### config.mk
export PLATFORM = sky130hd
export DESIGN_NAME = wb_port_arbiter
export DESIGN_NICKNAME = d
export VERILOG_FILES = /design/src/rtl/wb_port_arbiter.sv
export SDC_FILE = /design/constraint.sdc
export NUM_CORES = 1
export LEC_CHECK = 0
export CORE_MARGIN = 2
export CORE_UTILIZATION = 34
export CTS_BUF_LIST = sky130_fd_sc_hd__clkbuf_4 sky130_fd_sc_hd__clkbuf_8
export DETAILED_ROUTE_END_ITERATION = 10
export PLACE_DENSITY = 0.66
export SYNTH_ARGS = -nofsm -noshare
export SYNTH_HDL_FRONTEND = slang
export SYNTH_SLANG_ARGS = --single-unit
### constraint.sdc
create_clock -name clk -period 2.8 [get_ports clk]
set_clock_uncertainty 0.15 [all_clocks]
set_input_delay 0.28 -clock clk [delete_from_list [all_inputs] [get_ports clk]]
set_output_delay 0.28 -clock clk [all_outputs]
set_load 0.05 [all_outputs]
### src/rtl/wb_port_arbiter.sv
// wb_port_arbiter: shares the register-file write port between writeback and a buffered MDU result path.
// Optional WBARB_BYPASS_EN writes an MDU result straight through when the port and FIFO are idle.
module wb_port_arbiter #(
    parameter int XLEN = 32,
    parameter int DEPTH = 2,
    parameter int STARVE_LIMIT = 4
) (
    input  logic                       clk,
    input  logic                       reset,
    input  logic                       RegWriteW,
    input  logic [4:0]                 RdW,
    input  logic [XLEN-1:0]            ResultW,
    input  logic                       mdu_valid,
    output logic                       mdu_ready,
    input  logic [4:0]                 mdu_rd,
    input  logic [XLEN-1:0]            mdu_data,
    output logic                       stall_req,
    output logic                       rf_we,
    output logic [4:0]                 rf_rd,
    output logic [XLEN-1:0]            rf_wdata,
    output logic                       grant_mdu,
    output logic [$clog2(DEPTH):0]     pending_cnt
);
    localparam int AW = $clog2(DEPTH);
    localparam int CW = AW + 1;

    logic [4:0]      rdMem [DEPTH];
    logic [XLEN-1:0] dataMem [DEPTH];
    logic [AW-1:0]   rdPtr, wrPtr;
    logic [CW-1:0]   count;
    logic [3:0]      waitCnt;
    logic            starve;
    logic            empty, full, wbWrite, forceDrain, bypass, pop, push, starveNext;

    always_comb begin
        empty = count == '0;
        full = count == CW'(DEPTH);
        wbWrite = !reset && RegWriteW && RdW != 5'd0;
        forceDrain = !reset && starve && !empty;
`ifdef WBARB_BYPASS_EN
        bypass = !reset && empty && !wbWrite && !starve && mdu_valid && mdu_rd != 5'd0;
`else
        bypass = 1'b0;
`endif
        // a forced drain overrides writeback; the hazard unit replays the W-stage write
        pop = !reset && !empty && (forceDrain || !wbWrite);
        mdu_ready = !reset && (!full || bypass);
        push = mdu_valid && mdu_ready && mdu_rd != 5'd0 && !bypass;
        stall_req = forceDrain;
        grant_mdu = pop || bypass;
        rf_we = grant_mdu || wbWrite;
        rf_rd = pop ? rdMem[rdPtr] : wbWrite ? RdW : bypass ? mdu_rd : 5'd0;
        rf_wdata = pop ? dataMem[rdPtr] : wbWrite ? ResultW : bypass ? mdu_data : '0;
        pending_cnt = count;
        starveNext = !pop && !empty && (starve || int'(waitCnt) + 1 >= STARVE_LIMIT - 1);
    end

    always_ff @(posedge clk) begin
        if (reset) begin
            rdPtr <= '0;
            wrPtr <= '0;
            count <= '0;
            waitCnt <= '0;
            starve <= 1'b0;
        end else begin
            if (push) wrPtr <= wrPtr + 1'b1;
            if (pop) rdPtr <= rdPtr + 1'b1;
            count <= count + CW'(push) - CW'(pop);
            waitCnt <= (pop || empty) ? '0 : (waitCnt == 4'hF ? waitCnt : waitCnt + 4'd1);
            starve <= starveNext;
        end
    end

    always_ff @(posedge clk) begin
        if (push) begin
            rdMem[wrPtr] <= mdu_rd;
            dataMem[wrPtr] <= mdu_data;
        end
    end
endmodule

==> flow_summary.toml, run 1 <==
[cts]
cts_inserted_buffers = 9
h-tree-depth = 3
cts.reportedPaths.clkPinSlew_ps = 90
cts_buffer_depth = 2
root_buf_cell = "clkbuf_8"
tritoncts = "built"
clock_latency_ps = 350
hold_buffers = 0
cts_sinks = 84

[floorplanning]
die_height_um = 106
die_area_um2 = 11200
initial_core_util = 0.345
core_um2 = 10200
floorplan.die.width_um = 106
io_pins = 121
rows = 37

[power]
pwr-share-comb = 0.272
max-vdd-ir-drop_mv = 0.280
intPower_w = 0.00240
swShare = 0.286
clock_power_share = 0.282
p_leak_nw = 1.90
powerDensity_nw_per_um2 = 593
power.share.sequential = 0.446
total_switching_power_w = 0.000962
total_power_w = 0.00336

[cells_and_area]
finish.net_count = 441
fillers = 847
postLayoutCoreUtil = 0.556
post_layout_inst_area_um2 = 5660
area_added_between_synthesis_and_finish_pct = 61.3
fin_cells = 499
insertedDiodeCount = 0
fraction_of_final_layout_cells_with_drive_strength_greater_than_1 = 0.237

[sta]
final-hold-violation-count = 0
setup_viol_count_final = 0
clock_period_minus_final_worst_setup_slack_ps = 2780
worst_pin_slew_ps = 1160
rsz_0062_raised_after_global_routing = "yes"
max-slew-margin-rel = 0.227
final_report_max_slew_violation_count = 0
layout_worst_path_cycle_share = 0.992
max_clock_freq_mhz = 360
finalHoldWorstSlack_ps = 353

[yosys]
syn_avg_cell_area_um2 = 15.7
syn-cell-area_um2 = 3510
synth_fp_nets = 305
synth.ff_latch_count = 84
post_synth_inst_count = 223
synth.yosys.seq_area_share = 0.690
synth_cell_types = 31
yosysWarnings = 0

[grt]
grt_first_pass_wirelength_mm = 13.3
grt_max_degree = 38
initial_antenna_violation_count = 0
gr-usage-all-layers = 0.156
grt_pass1_vias = 2628
overall_overflow_remaining_after_global_route = 0

[routing]
vias = 2438
post_drt_wl_per_cell_um = 16.6
number_of_design_rule_violations_left_after_detail_routing = 0
finalWirelength_mm = 8.28
first_iter_violations = 105
viasPerCell = 4.89
drt_pass1_iterations = 5
drt.antenna.violating_nets = 0

[placement]
half_perimeter_wire_length_of_the_detailed_placement_result_mm = 5.67
total_of_buffers_placed_on_input_and_output_ports = 120
dpl_cell_area_um2 = 5370
gp_routability_congestion = 0.741
dpl.cell_count = 479

[critical_path]
end_kind = "output port"
worst_ep_arrival_time_ps = 2350
cp.required_ps = 2370
startpoint_type = "primary input"
worst-path-max-fanout = 19
crit_type = "in -> out"

[status]
status = "finished clean"

[min_path]
worstHoldPathType = "in -> reg"

[job]
timing.max_cap.violations = 0
==> layer usage <==
metal | share of wire | up-vias | track usage
met5 | 0 | - | 0
met4 | 0.018 | 0 | 0.0536
met3 | 0.062 | 12 | 0.0470
met2 | 0.50 | 85 | 0.271
met1 | 0.42 | 1180 | 0.185
li1 | - | 1161 | -
==> layout by cell type, fill, tap and decap left out, types with 6 or more instances in the layout <==
master	synthesis	layout
clkdlybuf4s50_1	0	80
edfxtp_1	74	74
buf_12	0	41
mux2i_1	38	38
o2bb2ai_1	36	32
buf_4	0	14
nor2_1	12	10
clkbuf_8	0	9
dfxtp_1	10	8
inv_1	6	6
==> layout make-up <==
class / count / area [µm²] / share of cell area
sequential: 84 / 2420 / 0.428
timing repair buffer: 135 / 1730 / 0.305
multi-input combinational: 123 / 1100 / 0.195
tap: 136 / 170 / 0.0300
clock buffer: 10 / 131 / 0.0232
clock inverter: 5 / 85.1 / 0.0150
inverter: 6 / 22.5 / 0.00398
==> cells in the mapped netlist <==
cell type | count | area (µm²)
a211oi_1 | 2 | 15.0
a31oi_1 | 1 | 6.26
a21oi_1 | 5 | 25.0
o21ai_0 | 1 | 5.00
or2_2 | 1 | 6.26
o2bb2ai_1 | 36 | 315
nor2b_1 | 1 | 6.26
o221a_2 | 1 | 11.3
buf_2 | 7 | 35.0
o21ai_2 | 2 | 17.5
o211a_1 | 1 | 10.0
inv_1 | 6 | 22.5
ha_1 | 4 | 50.1
nor2_1 | 12 | 45.0
or4_4 | 1 | 11.3
nand2_1 | 1 | 3.75
nand2b_1 | 1 | 6.26
edfxtp_1 | 74 | 2220
mux2i_1 | 38 | 380
nand3_1 | 2 | 10.0
o32ai_1 | 1 | 8.76
a211oi_2 | 1 | 12.5
nand3b_1 | 1 | 7.51
nor3_1 | 2 | 10.0
or4_1 | 1 | 7.51
xor2_1 | 1 | 8.76
or3_1 | 2 | 12.5
dfxtp_1 | 10 | 200
xnor2_1 | 2 | 17.5
o211ai_1 | 1 | 7.51
clkbuf_1 | 4 | 15.0
==> path summary, 6_finish.rpt <==
check	start	endpoint	slack, ps	cells past startpoint
hold reg to reg	rdPtr	flop	370	2
setup / recovery	RdW[0]	rf_wdata[24]	20	7
setup reg to reg	pending_cnt[0]	dataMem[0][18]	470	5
hold / removal	mdu_data[0]	dataMem[0][0]	350	1
==> flip-flops by register name (all words and copies together) (netlist names), named ones only <==
name         count
dataMem         64
rdMem           10
waitCnt          4
pending_cnt      2
rdPtr            1
starve           1
wrPtr            1
==> worst max-delay path, stage by stage <==
cell and delay [ps]:
clkdlybuf4s50_1 420, or4_4 570, o21ai_4 250, o21ai_4 80, buf_4 240, o2bb2ai_1 310, buf_12 180
==> power by group through the flow <==
stage	registers, W	logic [W]	clock network [W]
detailed placement	0.00153	0.000906	0
CTS	0.00150	0.000916	0.000960
global placement	0.00152	0.000891	0
finish	0.00150	0.000914	0.000948
floorplan	0.00153	0.000436	0
global route	0.00151	0.000967	0.00102
==> metrics by stage <==
stage          setup TNS, ps  setup slack (ps)
6_report                   0              21.9
3_5_place_dp           -1020             -79.3
2_1_floorplan              0              5.72
4_1_cts                -6.05             -6.05
5_1_grt                 -204             -35.7
3_3_place_gp            -367             -23.2
==> cell families (layout without fill, tap and decap cells) <==
logic type	Yosys count	after routing	synth area share
and+or+nand+nor	25	25	0.0360
AOI/OAI and AO/OA	52	53	0.124
xor gates and xnor gates	3	3	0.00748
buffers and inverters	17	156	0.0207
adders and majority gates	4	4	0.0143
DFF	84	84	0.690
muxes	38	38	0.108
==> repair_timing <==
action,in CTS,in global routing
resized for setup,1,4
endpoints found under the hold margin,0,0
setup endpoints to repair,36,32
setup buffers,0,4
cloned,1,0
pin swaps,1,2
No activity file was read; power rests on OpenSTA's default activity.
==> run 2: changes to the inputs <==
--- a/config.mk
+++ b/config.mk
@@ -5,7 +5,7 @@
 export SDC_FILE = /design/constraint.sdc
 export NUM_CORES = 1
 export LEC_CHECK = 0
-export CORE_MARGIN = 2
+export CORE_MARGIN = 3
 export CORE_UTILIZATION = 34
 export CTS_BUF_LIST = sky130_fd_sc_hd__clkbuf_4 sky130_fd_sc_hd__clkbuf_8
 export DETAILED_ROUTE_END_ITERATION = 10
==> run 2 against run 1 <==
Sequential share of layout area grew 0.42 points. Die area grew 3.8%. Combinational power is essentially flat. First-iteration DRC count grew 28%. Highest routed layer unchanged.
==> flow_summary.toml, run 2 (same netlist as run 1, synthesis figures left out) <==
[job]
timing.max_cap.violations = 0

[sta]
setup_viol_count_final = 0
timing.setup.tns_ps = 0
final_report_max_slew_violation_count = 0
rsz_0062_raised_after_global_routing = "no"
layout_worst_path_cycle_share = 0.968
final-hold-violation-count = 0
clock_period_minus_final_worst_setup_slack_ps = 2710
max-slew-margin-rel = 0.263
max_clock_freq_mhz = 369
worst_pin_slew_ps = 1100

[floorplanning]
initial_core_util = 0.354
floorplan.die.width_um = 108
rows = 36
core_um2 = 9910
die_area_um2 = 11600
die_height_um = 108
io_pins = 121

[routing]
post_drt_wl_per_cell_um = 16.6
drt_pass1_iterations = 4
dr_wl_met2_mm = 4.15
vias = 2449
viasPerCell = 4.93
first_iter_violations = 134
finalWirelength_mm = 8.25
number_of_design_rule_violations_left_after_detail_routing = 0
drt.antenna.violating_nets = 0
met3RoutedLength_um = 532
maxUsedRoutingLayer = "met4"
wl_met1_mm = 3.45

[cts]
tritoncts = "built"
cts.reportedPaths.clkPinSlew_ps = 100
clock_latency_ps = 340
cts_sinks = 84
h-tree-depth = 3
hold_buffers = 0
root_buf_cell = "clkbuf_8"
cts_buffer_depth = 2
cts_inserted_buffers = 9

[critical_path]
critical_path.startpoint = "RdW[0]"
ff2ff_setup_slack_ps = 510
reg2regPathDepth = 5
crit-reg2reg-capture = "dataMem[0][11]"
worst_setup_path_endpoint = "rf_wdata[14]"
worst-path-max-fanout = 18
worst_r2r_startpoint = "pending_cnt[0]"
worst_ep_arrival_time_ps = 2280
startpoint_type = "primary input"
end_kind = "output port"
cp.required_ps = 2370
crit_type = "in -> out"

[grt]
grt_max_degree = 38
gr-usage-all-layers = 0.142
grt_first_pass_wirelength_mm = 12.6
initial_antenna_violation_count = 0
overall_overflow_remaining_after_global_route = 0
grt_pass1_vias = 2570

[cells_and_area]
fillers = 811
number_of_flip_flops_under_the_largest_register_name = 64
post_layout_inst_area_um2 = 5610
fin_cells = 497
largest_registers = "dataMem: 64 flops, rdMem: 10 flops, waitCnt: 4 flops"
final_common_cell = "clkdlybuf4s50_1"
area_added_between_synthesis_and_finish_pct = 59.7
fraction_of_final_layout_cells_with_drive_strength_greater_than_1 = 0.234
max_flop_register = "dataMem"
insertedDiodeCount = 0
finish.net_count = 441
layout.cells.most_common_list = "80 x clkdlybuf4s50_1, 74 x edfxtp_1, 41 x buf_12"

[power]
max-vdd-ir-drop_mv = 0.285
powerDensity_nw_per_um2 = 570
power.share.sequential = 0.469
swShare = 0.303
clock_power_share = 0.246
p_leak_nw = 1.88
total_switching_power_w = 0.000968
pwr-share-comb = 0.286
intPower_w = 0.00223

[placement]
gp_routability_congestion = 0.740
dpl_cell_area_um2 = 5370
total_of_buffers_placed_on_input_and_output_ports = 120
dpl.cell_count = 478
half_perimeter_wire_length_of_the_detailed_placement_result_mm = 5.89

[status]
status = "finished clean"

[min_path]
worstHoldPathType = "in -> reg"
[run 2: area by class of cell]
| type | instances | area [µm²] | area share |
|---|---|---|---|
| clock buffer | 10 | 131 | 0.0234 |
| clock inverter | 6 | 45.0 | 0.00803 |
| inverter | 6 | 22.5 | 0.00402 |
| multi-input combinational | 122 | 1080 | 0.193 |
| sequential | 84 | 2420 | 0.432 |
| tap | 133 | 166 | 0.0297 |
| timing repair buffer | 136 | 1730 | 0.309 |
[run 2: power by group through the flow]
stage / Clock (W) / Combinational (W) / Sequential (W)
floorplan: 0 / 0.000436 / 0.00153
finish: 0.000785 / 0.000912 / 0.00150
detailed placement: 0 / 0.000908 / 0.00153
CTS: 0.000802 / 0.000917 / 0.00150
global placement: 0 / 0.000898 / 0.00152
global route: 0.000846 / 0.000963 / 0.00151
[run 2: stage by stage]
| stage | setup WS [ps] | util | total power [W] | hold slack [ps] |
|---|---|---|---|---|
| floorplan | 5.72 | - | 0.00197 | 229 |
| global placement | -48.0 | 0.542 | 0.00242 | 335 |
| detailed placement | -88.9 | 0.542 | 0.00244 | 346 |
| CTS | 29.1 | 0.563 | 0.00322 | 340 |
| global route | 21.1 | 0.566 | 0.00332 | 344 |
| finish | 88.6 | 0.566 | 0.00320 | 358 |
[run 2: worst max-delay path, stage by stage]
cell,delay (ps)
clkdlybuf4s50_1,430
or4_4,570
o21ai_4,220
o21ai_4,90
buf_4,220
o2bb2ai_1,280
buf_12,180
[run 2: how the worst min path moves through the flow]
stage	from	endpoint	slack [ps]	cells after the start
finish	mdu_data[20]	dataMem[0][20]	360	1
global route	mdu_data[20]	dataMem[0][20]	340	1
CTS	mdu_data[20]	dataMem[0][20]	340	1
detailed placement	rdPtr	flop	350	2
global placement	rdPtr	flop	330	2
floorplan	mdu_data[0]	dataMem[0][0]	230	0
[run 2: timing repair]
action | CTS | global route
endpoints found under the setup margin | 18 | 26
resized for setup | 0 | 4
pin swaps | 1 | 0
setup buffers | 3 | 0
[run 2: per-layer routing]
metal  GRT usage  up-vias
li1            -     1160
met4      0.0415        0
met2       0.239       93
met3      0.0420       10
met5           0        -
met1       0.178     1186
==> run 3: changes to the inputs <==
--- a/config.mk
+++ b/config.mk
@@ -5,11 +5,13 @@
 export SDC_FILE = /design/constraint.sdc
 export NUM_CORES = 1
 export LEC_CHECK = 0
+export CAP_MARGIN = 20
 export CORE_MARGIN = 3
 export CORE_UTILIZATION = 34
 export CTS_BUF_LIST = sky130_fd_sc_hd__clkbuf_4 sky130_fd_sc_hd__clkbuf_8
 export DETAILED_ROUTE_END_ITERATION = 10
 export PLACE_DENSITY = 0.66
+export RECOVER_POWER = 100
 export SYNTH_ARGS = -nofsm -noshare
 export SYNTH_HDL_FRONTEND = slang
 export SYNTH_SLANG_ARGS = --single-unit
==> run 3 against run 2 <==
Sequential share of layout area up 0.52 points. First-iteration DRC count decreased by 13%. Sequential power hardly changed. Largest power group unchanged. Clock power shrank 1%. Critical path type unchanged. Worst hold slack worse by 13 ps. Maximum frequency about the same. Combinational power fell by 3.5%. Die area is the same. Critical path depth is the same. Via count shrank 0.49%. Routed wire length decreased by 0.41%. Cell count is 0.40% higher. Largest cell class unchanged.
==> flow_summary.toml, run 3 (same netlist as run 1, synthesis figures left out) <==
[critical_path]
reg2regPathDepth = 6
cp.required_ps = 2370
crit_type = "in -> out"
worst-path-max-fanout = 18
end_kind = "output port"
startpoint_type = "primary input"
worst_ep_arrival_time_ps = 2280

[power]
powerDensity_nw_per_um2 = 568
power.share.sequential = 0.475
clock_power_share = 0.246
swShare = 0.302
total_power_w = 0.00315
pwr-share-comb = 0.279
intPower_w = 0.00220
p_leak_nw = 1.88
max-vdd-ir-drop_mv = 0.277
total_switching_power_w = 0.000952

[cells_and_area]
finish.net_count = 443
largest_registers = "dataMem: 64 flops, rdMem: 10 flops, waitCnt: 4 flops"
layout.cells.most_common_list = "74 x edfxtp_1, 40 x clkdlybuf4s50_1, 40 x dlygate4sd3_1"
number_of_flip_flops_under_the_largest_register_name = 64
area_added_between_synthesis_and_finish_pct = 57.8
max_flop_register = "dataMem"
fin_cells = 499
insertedDiodeCount = 0
fraction_of_final_layout_cells_with_drive_strength_greater_than_1 = 0.230
fillers = 820
final_common_cell = "edfxtp_1"

[placement]
preCtsSetupSlack_ps = -88.9
half_perimeter_wire_length_of_the_detailed_placement_result_mm = 5.89
gp_routability_congestion = 0.740
total_of_buffers_placed_on_input_and_output_ports = 120
dpl.cell_count = 478

[grt]
gr-usage-all-layers = 0.142
initial_antenna_violation_count = 0
grt_pass1_vias = 2570
grt_first_pass_wirelength_mm = 12.6
overall_overflow_remaining_after_global_route = 0
grt_max_degree = 38

[sta]
final_report_max_slew_violation_count = 0
timing.setup.tns_ps = 0
max_clock_freq_mhz = 369
finalHoldWorstSlack_ps = 345
layout_setup_ws_ps = 89.1
max-slew-margin-rel = 0.489
layout_worst_path_cycle_share = 0.968
clock_period_minus_final_worst_setup_slack_ps = 2710
setup_viol_count_final = 0
worst_pin_slew_ps = 766
final-hold-violation-count = 0
rsz_0062_raised_after_global_routing = "no"

[cts]
cts_inserted_buffers = 9
root_buf_cell = "clkbuf_8"
clock_latency_ps = 340
cts.reportedPaths.clkPinSlew_ps = 80
tritoncts = "built"
cts_buffer_depth = 2
hold_buffers = 0
cts_sinks = 84
h-tree-depth = 3

[routing]
post_drt_wl_per_cell_um = 16.5
first_iter_violations = 116
drt_pass1_iterations = 4
finalWirelength_mm = 8.21
number_of_design_rule_violations_left_after_detail_routing = 0
viasPerCell = 4.88
vias = 2437
drt.antenna.violating_nets = 0

[min_path]
worstHoldPathCells = 1
worstHoldPathType = "reg -> reg"

[floorplanning]
core_um2 = 9910
io_pins = 121
rows = 36
die_height_um = 108
initial_core_util = 0.354
die_area_um2 = 11600
floorplan.die.width_um = 108

[job]
timing.max_cap.violations = 0

[status]
status = "finished clean"
## run 3: changes by cell type in the layout (fill, tap and decap cells not counted), sizes merged
cell,before,now
buf,56,48
clkbuf,10,20
clkdlybuf4s50,80,40
dlygate4sd3,0,40
## run 3: critical path: stages
cell,delay (ps)
clkdlybuf4s50_1,430
or4_4,570
o21ai_4,220
o21ai_4,90
buf_4,220
o2bb2ai_1,280
buf_12,180
## run 3: path summary, 6_finish.rpt
| path | from | endpoint | slack [ps] |
|---|---|---|---|
| max reg2reg | pending_cnt[0] | dataMem[1][16] | 590 |
| min reg2reg | wrPtr | wrPtr | 340 |
| max | RdW[0] | rf_wdata[14] | 90 |
| min | wrPtr | wrPtr | 340 |
## run 3: power groups by stage
stage,logic [W],clock network (W),registers [W]
final,0.000880,0.000775,0.00149
after global placement,0.000898,0,0.00152
after floorplan,0.000436,0,0.00153
after detailed placement,0.000908,0,0.00153
after CTS,0.000917,0.000802,0.00150
after global routing,0.000930,0.000846,0.00150
## run 3: layout make-up
cell class | instances | area, µm² | share of cell area
tap | 133 | 166 | 0.0300
timing repair buffer | 138 | 1680 | 0.303
inverter | 6 | 22.5 | 0.00406
sequential | 84 | 2420 | 0.437
multi-input combinational | 122 | 1070 | 0.193
clock inverter | 6 | 45.0 | 0.00813
clock buffer | 10 | 131 | 0.0237
## run 3: per-stage QoR
step                      utilization  instance area [µm²]
final                           0.559                 5540
after global routing            0.559                 5540
after CTS                       0.563                 5580
after detailed placement        0.542                 5370
after global placement          0.542                 5370
after floorplan                     -                 3540
## run 3: repair_timing
item / 4_1_cts / 5_1_grt
endpoints found under the setup margin: 18 / 26
pin swaps: 1 / 0
resized for setup: 0 / 4
buffers inserted: 3 / 0
## run 3: layer usage
layer  global-route usage  vias to the layer above  routed length, µm
li1                     -                     1165                  -
met1                0.178                     1169               3460
met2                0.239                       91               4150
met3               0.0420                       12                493
met4               0.0415                        0                116
met5                    0                        -                  0
